===== src/rtl/serial_select_subtractor_pkg.sv =====
`default_nettype none
// ============================================================================
// Module      : subtractor_pkg
// Description : Shared types, default sizes and helpers for the serial
//               carry-select subtractor.
// Revision    : 1.0 - initial release
// ============================================================================
package subtractor_pkg;

  // Controller states, explicitly 2 bits wide
  typedef enum logic [1:0] {
    IDLE = 2'd0,
    RUN  = 2'd1,
    DONE = 2'd2
  } state_t;

  // Default operand width and slice width
  localparam int C_DEF_WIDTH = 16;
  localparam int C_DEF_SLICE = 4;

  // Width of the slice index for n slices: ceil(log2(n)), never below 1
  function automatic int idx_width(input int n);
    int w;
    w = 1;
    while ((1 << w) < n) begin
      w = w + 1;
    end
    return w;
  endfunction

endpackage
`default_nettype wire


===== src/rtl/serial_select_subtractor_slice.sv =====
`default_nettype none
// ============================================================================
// Module      : slice_select_subtractor
// Description : Combinational SLICE-bit subtractor. Both borrow-in outcomes
//               are formed in parallel and the stored borrow picks one.
// Revision    : 1.0 - initial release
// ============================================================================
module slice_select_subtractor #(
  parameter int SLICE = 4
) (
  input  logic [SLICE-1:0] a_s,
  input  logic [SLICE-1:0] b_s,
  input  logic             borrow_in,
  output logic [SLICE-1:0] d,
  output logic             borrow_out
);

  // One extra bit on each candidate holds its borrow (the sign of the result)
  logic [SLICE:0] w_d0;
  logic [SLICE:0] w_d1;

  // Borrow-in = 0 candidate: a_s - b_s
  assign w_d0 = {1'b0, a_s} - {1'b0, b_s};

  // Borrow-in = 1 candidate: a_s - b_s - 1
  assign w_d1 = {1'b0, a_s} - {1'b0, b_s} - {{SLICE{1'b0}}, 1'b1};

  // Select the candidate matching the incoming borrow
  assign d          = borrow_in ? w_d1[SLICE-1:0] : w_d0[SLICE-1:0];
  assign borrow_out = borrow_in ? w_d1[SLICE]     : w_d0[SLICE];

endmodule
`default_nettype wire


===== src/rtl/serial_select_subtractor.sv =====
`default_nettype none
// ============================================================================
// Module      : serial_select_subtractor
// Description : Multi-cycle unsigned subtractor, diff = a - b - bin, handling
//               SLICE bits per clock LSB first with a registered borrow.
//               start/done handshake; result held until next accepted start.
// Revision    : 1.0 - initial release
// ============================================================================
module serial_select_subtractor
  import subtractor_pkg::*;
#(
  parameter int WIDTH = C_DEF_WIDTH,
  parameter int SLICE = C_DEF_SLICE
) (
  input  logic             clk,
  input  logic             rst,
  input  logic             start,
  input  logic [WIDTH-1:0] a,
  input  logic [WIDTH-1:0] b,
  input  logic             bin,
  output logic             busy,
  output logic             done,
  output logic [WIDTH-1:0] diff,
  output logic             bout,
  output logic             zero
);

  localparam int              N      = WIDTH / SLICE;
  localparam int              IW     = idx_width(N);
  localparam logic [IW-1:0]   C_LAST = IW'(N - 1);

  // Operand width must split evenly into slices
  if ((WIDTH % SLICE) != 0) begin : g_width_check
    $fatal(1, "serial_select_subtractor: WIDTH must be a multiple of SLICE");
  end

  state_t             r_state;
  state_t             w_state_next;
  logic               w_accept;
  logic               w_last;

  logic [WIDTH-1:0]   r_a;
  logic [WIDTH-1:0]   r_b;
  logic [IW-1:0]      r_idx;
  logic               r_borrow;
  logic [WIDTH-1:0]   r_diff;
  logic               r_bout;
  logic               r_zero;

  logic [SLICE-1:0]   w_a_s;
  logic [SLICE-1:0]   w_b_s;
  logic [SLICE-1:0]   w_d;
  logic               w_borrow_out;
  logic [WIDTH-1:0]   w_diff_next;

  // State register
  always_ff @(posedge clk) begin
    if (rst) begin
      r_state <= IDLE;
    end else begin
      r_state <= w_state_next;
    end
  end

  // Next-state logic; start only matters in IDLE
  always_comb begin
    w_state_next = r_state;
    w_accept     = 1'b0;
    w_last       = 1'b0;
    case (r_state)
      IDLE: begin
        if (start) begin
          w_accept     = 1'b1;
          w_state_next = RUN;
        end
      end
      RUN: begin
        if (r_idx == C_LAST) begin
          w_last       = 1'b1;
          w_state_next = DONE;
        end
      end
      DONE: begin
        w_state_next = IDLE;
      end
      default: begin
        w_state_next = IDLE;
      end
    endcase
  end

  // Pick the operand slice addressed by the index
  always_comb begin
    w_a_s = '0;
    w_b_s = '0;
    for (int i = 0; i < N; i++) begin
      if (r_idx == IW'(i)) begin
        w_a_s = r_a[i*SLICE +: SLICE];
        w_b_s = r_b[i*SLICE +: SLICE];
      end
    end
  end

  slice_select_subtractor #(
    .SLICE (SLICE)
  ) u_slice (
    .a_s        (w_a_s),
    .b_s        (w_b_s),
    .borrow_in  (r_borrow),
    .d          (w_d),
    .borrow_out (w_borrow_out)
  );

  // Result with the current slice merged in, so zero can see the final word
  always_comb begin
    w_diff_next = r_diff;
    for (int i = 0; i < N; i++) begin
      if (r_idx == IW'(i)) begin
        w_diff_next[i*SLICE +: SLICE] = w_d;
      end
    end
  end

  // Datapath: capture on accept, one slice per RUN cycle, flags on last slice
  always_ff @(posedge clk) begin
    if (rst) begin
      r_a      <= '0;
      r_b      <= '0;
      r_idx    <= '0;
      r_borrow <= 1'b0;
      r_diff   <= '0;
      r_bout   <= 1'b0;
      r_zero   <= 1'b0;
    end else if (w_accept) begin
      r_a      <= a;
      r_b      <= b;
      r_borrow <= bin;
      r_idx    <= '0;
      r_diff   <= '0;
      r_bout   <= 1'b0;
      r_zero   <= 1'b0;
    end else if (r_state == RUN) begin
      r_diff   <= w_diff_next;
      r_borrow <= w_borrow_out;
      if (w_last) begin
        r_idx  <= '0;
        r_bout <= w_borrow_out;
        r_zero <= (w_diff_next == '0);
      end else begin
        r_idx  <= r_idx + 1'b1;
      end
    end
  end

  assign busy = (r_state == RUN);
  assign done = (r_state == DONE);
  assign diff = r_diff;
  assign bout = r_bout;
  assign zero = r_zero;

endmodule
`default_nettype wire


===== config.mk =====
export PLATFORM = sky130hd
export DESIGN_NAME = serial_select_subtractor
export DESIGN_NICKNAME = d
export VERILOG_FILES = /design/src/rtl/serial_select_subtractor_pkg.sv /design/src/rtl/serial_select_subtractor_slice.sv /design/src/rtl/serial_select_subtractor.sv
export SDC_FILE = /design/constraint.sdc
export NUM_CORES = 1
export LEC_CHECK = 0
export CAP_MARGIN = 0
export CORE_MARGIN = 5
export CORE_UTILIZATION = 50
export DETAILED_ROUTE_END_ITERATION = 7
export DONT_BUFFER_PORTS = 1
export GPL_TIMING_DRIVEN = 0
export PLACE_DENSITY = 0.74
export SLEW_MARGIN = 10
export SYNTH_ARGS = -nofsm -noshare
export SYNTH_HDL_FRONTEND = slang
export SYNTH_HIERARCHICAL = 1
export SYNTH_SLANG_ARGS = --single-unit

===== constraint.sdc =====
create_clock -name clk -period 10.25 [get_ports clk]
set_input_delay 1.025 -clock clk [delete_from_list [all_inputs] [get_ports clk]]
set_output_delay 1.025 -clock clk [all_outputs]
set_load 0.005 [all_outputs]

* Yosys cells after proc, flatten, opt, wreduce, memory -nomap -nowiden *
Index checks and enable logic that the tools add are counted.

operators by class
  $add $sub $neg = 3
  muxes and demuxes = 24
  equal/unequal tests = 7
  reductions and logical operators = 7

operators by type and width
  kind                   count
  $mux W4                13
  $logic_not A16 Y1      1
  $mux W1                7
  $eq A2 B2 Y1 const B   3
  $mux W2                3
  $sub A4 B4 Y5          1
  $sub A5 B1 Y5 const B  1
  $eq A2 B1 Y1 const B   2
  $logic_not A2 Y1       2
  $pmux W2 S2            1
  $reduce_and A2 Y1      2
  $add A2 B1 Y2 const B  1
  $ne A2 B1 Y1 const B   1
  $ne A2 B2 Y1 const B   1
  $reduce_bool A2 Y1     1
  $reduce_or A2 Y1       1

storage, ports and cells
  output and inout port bits = 20
  register bits after elaboration = 55
  word-level logic and storage cells = 49

* Depth between registers and ports, before layout *
  word-level depth = 10
  gate-level depth with buffers = 18

* Hierarchy *
Netlist, hierarchy kept.

by module, submodules not included
  module                    instances  sequential area each (um^2)  cells an instance  area each (um^2)
  serial_select_subtractor  1          1,101.1                      308                2,322.2
  slice_select_subtractor   1          0.0                          33                 271.5

* Worst setup path after synthesis *
No wires, ideal clock.

  path type = register -> register
  start = reg r_idx[1]
  end = reg r_zero (netlist: zero)
  setup time = 67 ps
  arrival time = 3,457 ps
  data required time = 10,183 ps
  stages on the path, launching flop included = 19
  slack = 6,725 ps
  path buffers = 2
  period minus slack after synthesis = 3,525 ps
  path through = dfxtp_1 -> inv_1 -> ha_1 -> clkbuf_1 -> buf_2 -> nand2_1 -> a21oi_1 -> a21oi_1 -> o21ai_0 -> inv_1 -> ha_1 -> fa_1 -> ha_1 -> nand2_1 -> xor2_1 -> nor4_1 -> o21ai_1 -> or4_4 -> a21oi_2

on the way
  word-level cells in the longest chain between the ends = 10
  elaborated cells between the ends (all ways) = 23

RTL lines
  item                    line                                                                        source
  start, declared         serial_select_subtractor.sv:44                                              logic [IW-1:0] r_idx;
  start signal, assigned  serial_select_subtractor.sv:150                                             r_idx <= r_idx + 1'b1;
  $logic_not A2 Y1        serial_select_subtractor.sv:97                                              if (r_idx == IW'(i)) begin
  $mux W4 (3 in a row)    serial_select_subtractor.sv:97
  $mux W4 *               serial_select_subtractor.sv:97
  via w_a_s[0]            serial_select_subtractor.sv:50                                              logic [SLICE-1:0] w_a_s;
  $sub A4 B4 Y5 *         serial_select_subtractor_slice.sv:23, serial_select_subtractor_slice.sv:26
  $sub A5 B1 Y5           serial_select_subtractor_slice.sv:26                                        assign w_d1 = {1'b0, a_s} - {1'b0, b_s} - {{SLICE{1'b0}}, 1'b1};
  $mux W4 *               serial_select_subtractor_slice.sv:29                                        assign d = borrow_in ? w_d1[SLICE-1:0] : w_d0[SLICE-1:0];
  via w_d[2]              serial_select_subtractor.sv:52                                              logic [SLICE-1:0] w_d;
  $mux W4                 serial_select_subtractor.sv:118                                             if (r_idx == IW'(i)) begin
  $logic_not A16 Y1 *     serial_select_subtractor.sv:148                                             r_zero <= (w_diff_next == '0);
  end signal, assigned    serial_select_subtractor.sv:148
  end, declared           serial_select_subtractor.sv:48                                              logic r_zero;

Mark *: on every way through the listed nets, which the timed path passes. The rest lies on a longest branch.
A chain may end at the register's enable or synchronous reset.

* Final worst setup path *
Ends and elaborated chain as after synthesis.

==> results.json <==
{
  "async_flop_share_pct": 0,
  "status": "completed",
  "synth_edf_count": 0,
  "drt_first_iter_violations": 119,
  "finalClockSkew_ps": 9.09,
  "synth_top_area_share_pct": 42.5,
  "syn_area_um2": 2590,
  "yosysMostFrequentCell": "nand2_1",
  "worstSetupStartpointType": "register",
  "globalplace.congestion": 0.787,
  "firstDrtPassIters": 5,
  "place_area_um2": 2680,
  "setup_tns_ps": 0,
  "period_minus_slack_ps": 4180,
  "grt_pass1_vias": 2223,
  "htreeDepth": 2,
  "die_area_um2": 6730,
  "synthTopCellsByCount": "nand2_1, a21oi_1, dfxtp_1, clkbuf_1, nand3_1",
  "rows": 26,
  "seq_area_frac_synth_pct": 42.5,
  "antenna_found_initial": 0,
  "regArea_um2": 1100,
  "avgViaCountPerCell": 5.38,
  "track_usage_pct": 19.6,
  "overflow": 0,
  "syn_inst": 341,
  "vias": 2254,
  "yosysTopAreaCell": "dfxtp_1",
  "io_pins": 56,
  "finalSetupViolations": 0,
  "core_area_um2": 5070,
  "tritoncts": "built",
  "cts_repair_resize_count": 0,
  "place_hpwl_um": 4530,
  "r2r_start": "r_idx[1]",
  "hp-class": "register to register",
  "fin_nets": 395,
  "maxCapViolations": 0,
  "hold_viol": 0,
  "drtAntennaViolNets": 0,
  "drive_above_1_share_pct": 5.44,
  "yosysUniqueCellTypes": 33,
  "wl_per_cell_um": 14.6,
  "regToRegSetupSlack_ps": 6070,
  "root_buffer": "clkbuf_8",
  "fin_crit_sh_pct": 40.8,
  "synth_fp_nets": 388,
  "worst_slew_pin_slew_ps": 513,
  "grt_max_degree": 17,
  "path_clk_slew_ps": 100,
  "final_max_slew_viol_count": 0,
  "clock_insertion_delay_worst_skew_ps": 320,
  "ys_ff_latch": 55,
  "drc": 0,
  "antenna_cells": 0,
  "cts_sinks": 55,
  "syn2layout_area_growth_pct": 8.49,
  "post-route-cell-area_um2": 2810,
  "placed_cells": 411,
  "reg2reg_to": "zero",
  "initial_core_util_pct": 51.1,
  "fill_cells": 511,
  "cp_max_fo": 10,
  "cts_setup_buffers": 0,
  "setup.worst_path.start": "r_idx[1]",
  "rr_worst_depth": 18,
  "dieWidth_um": 82.0,
  "numCtsBuffers": 5,
  "cts.path.max_buffers": 2,
  "multi_input_area_um2": 1370,
  "worstPathRequired_ps": 10500,
  "ys_top_cells_by_area": "dfxtp_1, nand2_1, a21oi_1",
  "ys.flop_type": "dfxtp_1",
  "holdBufCountCts": 0,
  "cp.arrival_ps": 4430,
  "slew-limit-headroom_pct": 64.8,
  "wl_um": 6130,
  "io_buffers": 0,
  "avgSynthCellArea_um2": 7.61,
  "power_leakage_uw": 0.00103,
  "crit_end": "zero",
  "fmax_mhz": 239,
  "power_density_nw_per_um2": 173,
  "end_kind": "register",
  "rsz0062_at_grt": "false",
  "stdcell_count": 419,
  "worstSetupPathType": "register to register",
  "yosys_warnings": 6,
  "dieHeight_um": 82.0,
  "grt_pass1_wl_um": 10200,
  "peakVddDrop_uv": 70.3
}
## state kept, by name (all words and copies together) (netlist names)
| register | flops |
|---|---|
| diff | 16 |
| r_a | 16 |
| r_b | 16 |
| r_idx | 2 |
| r_state | 2 |
| bout | 1 |
| r_borrow | 1 |
| zero | 1 |
## cell usage in the layout, fill, tap and decap left out, types with 7 or more instances in the layout
cell      synthesis  final
a21oi_1          64     64
clkbuf_1         17     18
dfxtp_1          55     55
ha_1             10     10
inv_1            10     10
mux2i_1           7      7
nand2_1          99     99
nand3_1          13     13
nand3b_1          9      9
nor2_1           10     10
o21ai_0           9      9
## cell families after synthesis
| kind of cell | count (synthesis) | synth area share [%] |
|---|---|---|
| xor gates and xnor gates | 5 | 1.69 |
| adders and majority gates | 11 | 5.60 |
| buffers and inverters | 32 | 4.78 |
| muxes | 8 | 3.28 |
| and+or+nand+nor | 150 | 25.8 |
| DFF | 55 | 42.5 |
| AOI/OAI and AO/OA | 80 | 16.4 |
## final cells by class
cell class	count	area share [%]
plain buffers	22	3.07
clock buffers	6	2.58
flip-flops and latches	55	39.1
multi-input cells	254	48.6
inverters	10	1.33
well taps	70	3.11
clock inverters	2	2.13
## critical path, cell delays in order, from the launching register on
cell and delay (ps):
dfxtp_1 340, inv_1 120, ha_1 180, clkbuf_1 350, buf_2 320, nand2_1 80
a21oi_1 190, a21oi_1 60, o21ai_0 180, inv_1 70, ha_1 220, fa_1 530
ha_1 160, nand2_1 70, xor2_1 210, nor4_1 280, o21ai_1 100, or4_4 520
a21oi_2 140
## per-stage QoR
step	hold WS [ps]	worst slack (ps)	power, uW	util [%]
after global placement	443	6190	320	52.8
after CTS	461	6080	487	55.4
after global routing	473	5680	509	55.4
after floorplan	436	6730	302	-
final	460	6070	486	55.4
after detailed placement	447	6110	322	52.8
## power by group
part | switching, uW | total [uW] | internal (uW)
Clock | 70.3 | 168 | 97.6
Combinational | 55.9 | 88.5 | 32.6
Sequential | 6.25 | 230 | 224
## per-layer routing
| layer | vias to the layer above | global-route usage [%] | share of wire, % |
|---|---|---|---|
| met5 | - | 0 | 0 |
| met4 | 0 | 4.65 | 1.2 |
| met3 | 9 | 6.14 | 8.1 |
| met2 | 71 | 33.7 | 46 |
| met1 | 1027 | 23.7 | 45 |
| li1 | 1147 | - | - |
## worst min path at each step
| stage | startpoint | end | slack, ps | depth (start not counted) |
|---|---|---|---|---|
| floorplan | r_a[0] | r_a[0] | 440 | 2 |
| global placement | r_a[3] | r_a[3] | 440 | 2 |
| detailed placement | r_a[3] | r_a[3] | 450 | 2 |
| finish | r_a[3] | r_a[3] | 460 | 2 |
| global route | r_a[3] | r_a[3] | 470 | 2 |
| CTS | r_a[3] | r_a[3] | 460 | 2 |
Power figures use the tool's default switching activity.
